### config.mk
export PLATFORM = sky130hd
export DESIGN_NAME = rx_uart
export DESIGN_NICKNAME = d
export VERILOG_FILES = /design/src/rtl/rx_uart.sv
export SDC_FILE = /design/constraint.sdc
export NUM_CORES = 1
export LEC_CHECK = 0
export CAP_MARGIN = 20
export CORE_MARGIN = 3
export CORE_UTILIZATION = 48
export CTS_CLUSTER_DIAMETER = 40
export DETAILED_ROUTE_END_ITERATION = 7
export PLACE_DENSITY = 0.72
export SKIP_LAST_GASP = 1
export SYNTH_ARGS = -nofsm -noshare
export SYNTH_HDL_FRONTEND = slang
export SYNTH_SLANG_ARGS = --single-unit
### constraint.sdc
create_clock -name clock -period 2.1 [get_ports clock]
set_clock_uncertainty 0.15 [all_clocks]
set_input_delay 0.42 -clock clock [delete_from_list [all_inputs] [get_ports clock]]
set_output_delay 0.42 -clock clock [all_outputs]
set_load 0.05 [all_outputs]
### src/rtl/rx_uart.sv
`default_nettype none
// ============================================================================
//  Module      : rx_uart
//  Description : Oversampled UART receiver with a one-hot FSM, a two-flop input
//                synchronizer, framing-error and overrun reporting.
//  Revision    : 1.0 - initial release
// ============================================================================
module rx_uart #(
    parameter int N_DATA      = 8,
    parameter int NB_STATE    = 4,
    parameter int DATA_TICKS  = 15,
    parameter int START_TICKS = 7
) (
    input  logic              clock,
    input  logic              reset,
    input  logic              rx,
    input  logic              s_tick,
    input  logic              rd_ack,
    output logic [N_DATA-1:0] dout,
    output logic              dout_valid,
    output logic              rx_done_tick,
    output logic              frame_error,
    output logic              overrun
);

    localparam int                 c_BIT_W    = (N_DATA > 1) ? $clog2(N_DATA) : 1;
    localparam logic [3:0]         c_START_T  = 4'(START_TICKS);
    localparam logic [3:0]         c_DATA_T   = 4'(DATA_TICKS);
    localparam logic [c_BIT_W-1:0] c_LAST_BIT = c_BIT_W'(N_DATA - 1);

    typedef enum logic [NB_STATE-1:0] {
        IDLE  = NB_STATE'(1),
        START = NB_STATE'(2),
        DATA  = NB_STATE'(4),
        STOP  = NB_STATE'(8)
    } state_t;

    logic               r_rx_meta;
    logic               r_rx_s;
    state_t             r_state;
    state_t             w_state_next;
    logic [3:0]         r_tick_cnt;
    logic [3:0]         w_tick_cnt_next;
    logic [c_BIT_W-1:0] r_bit_cnt;
    logic [c_BIT_W-1:0] w_bit_cnt_next;
    logic [N_DATA-1:0]  r_shift;
    logic [N_DATA-1:0]  w_shift_next;
    logic               r_wait_high;
    logic               w_wait_high_next;
    logic               w_good_stop;
    logic               w_bad_stop;
    logic [N_DATA-1:0]  r_dout;
    logic               r_dout_valid;
    logic               r_done;
    logic               r_ferr;
    logic               r_overrun;

    always_ff @(posedge clock) begin
        if (reset) begin
            r_rx_meta <= 1'b1;
            r_rx_s    <= 1'b1;
        end else begin
            r_rx_meta <= rx;
            r_rx_s    <= r_rx_meta;
        end
    end

    always_ff @(posedge clock) begin
        if (reset) begin
            r_state     <= IDLE;
            r_tick_cnt  <= '0;
            r_bit_cnt   <= '0;
            r_shift     <= '0;
            r_wait_high <= 1'b0;
        end else begin
            r_state     <= w_state_next;
            r_tick_cnt  <= w_tick_cnt_next;
            r_bit_cnt   <= w_bit_cnt_next;
            r_shift     <= w_shift_next;
            r_wait_high <= w_wait_high_next;
        end
    end

    always_comb begin
        w_state_next     = r_state;
        w_tick_cnt_next  = r_tick_cnt;
        w_bit_cnt_next   = r_bit_cnt;
        w_shift_next     = r_shift;
        // After a framing error the line must be seen high before re-arming.
        w_wait_high_next = r_wait_high & ~r_rx_s;
        w_good_stop      = 1'b0;
        w_bad_stop       = 1'b0;
        case (r_state)
            IDLE: begin
                if (s_tick && !r_rx_s && !r_wait_high) begin
                    w_state_next    = START;
                    w_tick_cnt_next = '0;
                end
            end
            START: begin
                if (s_tick) begin
                    if (r_tick_cnt == c_START_T) begin
                        if (!r_rx_s) begin
                            w_state_next    = DATA;
                            w_tick_cnt_next = '0;
                            w_bit_cnt_next  = '0;
                        end else begin
                            w_state_next = IDLE;
                        end
                    end else begin
                        w_tick_cnt_next = r_tick_cnt + 4'd1;
                    end
                end
            end
            DATA: begin
                if (s_tick) begin
                    if (r_tick_cnt == c_DATA_T) begin
                        w_tick_cnt_next = '0;
                        w_shift_next    = {r_rx_s, r_shift[N_DATA-1:1]};
                        if (r_bit_cnt == c_LAST_BIT) begin
                            w_state_next   = STOP;
                            w_bit_cnt_next = '0;
                        end else begin
                            w_bit_cnt_next = r_bit_cnt + 1'b1;
                        end
                    end else begin
                        w_tick_cnt_next = r_tick_cnt + 4'd1;
                    end
                end
            end
            STOP: begin
                if (s_tick) begin
                    if (r_tick_cnt == c_DATA_T) begin
                        w_state_next    = IDLE;
                        w_tick_cnt_next = '0;
                        if (r_rx_s) begin
                            w_good_stop = 1'b1;
                        end else begin
                            w_bad_stop       = 1'b1;
                            w_wait_high_next = 1'b1;
                        end
                    end else begin
                        w_tick_cnt_next = r_tick_cnt + 4'd1;
                    end
                end
            end
            default: w_state_next = IDLE;
        endcase
    end

    always_ff @(posedge clock) begin
        if (reset) begin
            r_dout       <= '0;
            r_dout_valid <= 1'b0;
            r_done       <= 1'b0;
            r_ferr       <= 1'b0;
            r_overrun    <= 1'b0;
        end else begin
            r_done <= w_good_stop;
            r_ferr <= w_bad_stop;
            // A completing frame takes priority over a simultaneous acknowledge.
            if (w_good_stop) begin
                r_dout       <= r_shift;
                r_dout_valid <= 1'b1;
            end else if (rd_ack) begin
                r_dout_valid <= 1'b0;
            end
            if (rd_ack) begin
                r_overrun <= 1'b0;
            end else if (w_good_stop && r_dout_valid) begin
                r_overrun <= 1'b1;
            end
        end
    end

    assign dout         = r_dout;
    assign dout_valid   = r_dout_valid;
    assign rx_done_tick = r_done;
    assign frame_error  = r_ferr;
    assign overrun      = r_overrun;

endmodule
`default_nettype wire

==> impl_results.md <==
* Overflow after GRT at 0
* Min Hold Slack at roughly 270 ps
* Total power after layout at 1760 uW
* Dpl cells at 241
* Detail Route met3 WL at 141 um
* Max-cap violations at 0
* Peak supply drop at between 0.7 and 0.8 mV
* Capturing element type of the critical path: flop
* Number of endpoints failing setup at the final stage at 3
* Classification of the worst setup path: flop to flop
* Total wirelength of the detailed-routed design at approximately 3.6 mm
* Detailed placement HPWL at 2.49 mm
* Chip Width at between 60 and 70 um
* Pins over their slew limit at 0
* DRC violations left at 0
* Proportion of layout cells with a drive suffix above 1 at 0.289
* Floorplan core area at between 3000 and 4000 um^2
* Post-route core utilization at 0.678
* Yosys warnings at 0
* Final period util at 1.03
* Leak Pwr at ~0.00086 uW
* Average wire length per cell after detail routing at 13.9 um
* Largest driver fanout on the critical path at 7
* Most frequent cells in the layout: sky130_fd_sc_hd__dfxtp_1 (31), sky130_fd_sc_hd__buf_4 (24), sky130_fd_sc_hd__nor2_1 (17), sky130_fd_sc_hd__nand2_1 (15), sky130_fd_sc_hd__a21oi_1 (13)
* GRT Overall Usage at 0.180
* Clock transition at the register clock pins on the worst setup and hold paths after CTS at between 100 and 150 ps
* Final Critical Period at roughly 2200 ps
* Starting density of the core at 0.520
* N_diodes at 0
* Asr flop ratio synth at 0
* Hold Fails Final Rpt at 0
* Metal1 wirelength at roughly 1.6 mm
* Violations in the final reports: negative setup slack
* Part of the Yosys area used for sequential elements at 0.415
* Most common library cell in the layout ignoring fill and taps: sky130_fd_sc_hd__dfxtp_1
* Net count of the mapped netlist at about 180
* Minimum setup slack among reg-to-reg paths at -60 ps
* Total Die Area at between 4000 and 5000 um^2
* Post-Synthesis Cell Area at 1640 um^2
* Sinks on the clock net at 34
* Cell area after layout at 2140 um^2
* Setup WS post-layout at -60.6 ps
* Required time at the endpoint of the critical path at about 2200 ps
* Deepest level of the CTS H-tree at 2
* Maximum operating frequency at about 460 MHz
* Clock latency on the worst-skew pair at about 350 ps
* RSZ-0062 raised after global routing: true
* Worst slew pin tran at 517 ps
* Number of global-route vias before repair at roughly 1300
* Mean instance size in the synthesized netlist at ~9.4 um^2
* Via count at approximately 1400
* CTS Root Buffer Type: sky130_fd_sc_hd__clkbuf_4
* Worst-case headroom to the max-slew limit at 0.655
* Main synth FF type: sky130_fd_sc_hd__dfxtp_1
* Signal arrival time at the worst endpoint at 2300 ps
* Longest Clk Path Bufs at 2
* Cell Rows at 20
* Top routing layer in use: met4
* Number of top-level pins at 17
* TritonCTS Buffers at 5
* Synthesized netlist cell count at 175
* Maximum number of pins on one net before global-route repair at 25
* Number of flops mapped to enable cells by yosys at 0
* Clock tree from TritonCTS: yes
* Run status: finished with violations
* Pwr/cell area at roughly 820 nW/um^2
* Post-layout nets at between 200 and 250
* Relative area change from synthesis to final layout at 30.5%
* Total of flip-flops plus latches after synthesis at 34
* Post-detailed-placement cell area at 1900 um^2
* Wire length of the first global-routing pass at between 5 and 6 mm
* Worst min path class: flop to flop
* Number of distinct library cells after synthesis at 50
* Number of antenna violations at the first check in global routing at 0
* First-pass iteration count of the detailed router at 4
* ANT nets after route at 0
* Final weighted congestion in routability-driven placement at just under 0.9
* Average via count per standard cell at 5.42
* Element type at the critical path start: flop
* Detailed route wirelength on metal2 at approximately 1.8 mm
* Non-filler instance count after layout at roughly 260
* Port bufs at 16
* Starting DRC count in detailed routing at 57
* Y dimension of the die at 64.4 um
==> cells in the mapped netlist, types with 2 or more instances <==
| master | instances | area, um^2 |
|---|---|---|
| sky130_fd_sc_hd__dfxtp_1 | 34 | 681 |
| sky130_fd_sc_hd__nor2_1 | 17 | 63.8 |
| sky130_fd_sc_hd__nand2_1 | 16 | 60.1 |
| sky130_fd_sc_hd__a21oi_1 | 14 | 70.1 |
| sky130_fd_sc_hd__nand3_1 | 12 | 60.1 |
| sky130_fd_sc_hd__mux2i_1 | 11 | 110 |
| sky130_fd_sc_hd__or2_2 | 5 | 31.3 |
| sky130_fd_sc_hd__buf_6 | 4 | 45.0 |
| sky130_fd_sc_hd__clkbuf_1 | 4 | 15.0 |
| sky130_fd_sc_hd__inv_1 | 4 | 15.0 |
| sky130_fd_sc_hd__ha_1 | 3 | 37.5 |
| sky130_fd_sc_hd__nand2b_1 | 3 | 18.8 |
| sky130_fd_sc_hd__nor3_1 | 3 | 15.0 |
| sky130_fd_sc_hd__buf_2 | 2 | 10.0 |
| sky130_fd_sc_hd__clkbuf_8 | 2 | 27.5 |
| sky130_fd_sc_hd__nor4b_1 | 2 | 17.5 |
| sky130_fd_sc_hd__o211a_1 | 2 | 20.0 |
| sky130_fd_sc_hd__o22ai_1 | 2 | 12.5 |
| sky130_fd_sc_hd__o2bb2ai_1 | 2 | 17.5 |
| sky130_fd_sc_hd__or3_1 | 2 | 12.5 |
| sky130_fd_sc_hd__or4b_1 | 2 | 20.0 |
==> path summary, 6_finish.rpt <==
| path | from | end | cells past startpoint |
|---|---|---|---|
| worst max-delay path | r_state[3]$_SDFFE_PP0P_ | r_bit_cnt[0]$_SDFFE_PP0P_ | 5 |
| worst min-delay path | r_rx_meta$_SDFF_PP1_ | r_rx_s$_SDFF_PP1_ | 1 |
| worst max register to register | r_state[3]$_SDFFE_PP0P_ | r_bit_cnt[0]$_SDFFE_PP0P_ | 5 |
| worst min register to register | r_rx_meta$_SDFF_PP1_ | r_rx_s$_SDFF_PP1_ | 1 |
==> stage by stage <==
| stage | TNS (ps) | setup WS, ps |
|---|---|---|
| floorplan | 0 | 77.7 |
| global placement | -968 | -158 |
| detailed placement | -1940 | -201 |
| CTS | -25.1 | -25.1 |
| global route | -529 | -103 |
| finish | -99.9 | -60.6 |
==> what timing repair did <==
item                                    in CTS  in global routing
pin swaps                                    1                  4
endpoints found under the setup margin      12                 27
resized for setup                            2                 18
hold buffers                                 0                  0
setup buffers                                3                  3
cloned                                       0                  0
==> worst max-delay path: stages (launching register included) <==
cell,delay (ps)
sky130_fd_sc_hd__dfxtp_4,390
sky130_fd_sc_hd__or4b_4,590
sky130_fd_sc_hd__nor3_4,160
sky130_fd_sc_hd__o2111ai_4,160
sky130_fd_sc_hd__or4_4,520
sky130_fd_sc_hd__a21oi_2,140
==> routing by layer <==
metal / up-vias / GRT usage
li1: 696 / -
met1: 647 / 0.217
met2: 30 / 0.304
met3: 8 / 0.0451
met4: 0 / 0.0765
met5: - / 0
==> layout make-up <==
cell class / count / area (um^2)
clock buffers: 6 / 51.3
flip-flops and latches: 34 / 687
multi-input cells: 124 / 897
fillers: 256 / 1010
clock inverters: 2 / 60.1
repair buffers: 41 / 373
inverters: 4 / 15.0
well taps: 44 / 55.1
==> where the power goes <==
part	internal, uW	switching [uW]
combinational	245	194
sequential	662	29.5
clock	403	222
==> sequential cells by signal, summed over array words and instances, names as in the netlist, 3 cells and up <==
signal / flops
r_bit_cnt: 3
dout: 8
r_shift: 8
r_tick_cnt: 4
r_state: 4
==> cells by family after synthesis <==
group | Yosys count | share of synthesized area
DFF | 34 | 0.415
and+or+nand+nor | 76 | 0.263
buffers and inverters | 17 | 0.0740
AOI/OAI and AO/OA | 32 | 0.147
muxes | 11 | 0.0672
xor gates and xnor gates | 2 | 0.0107
adders and majority gates | 3 | 0.0229
No activity file was read; power rests on OpenSTA's default activity.
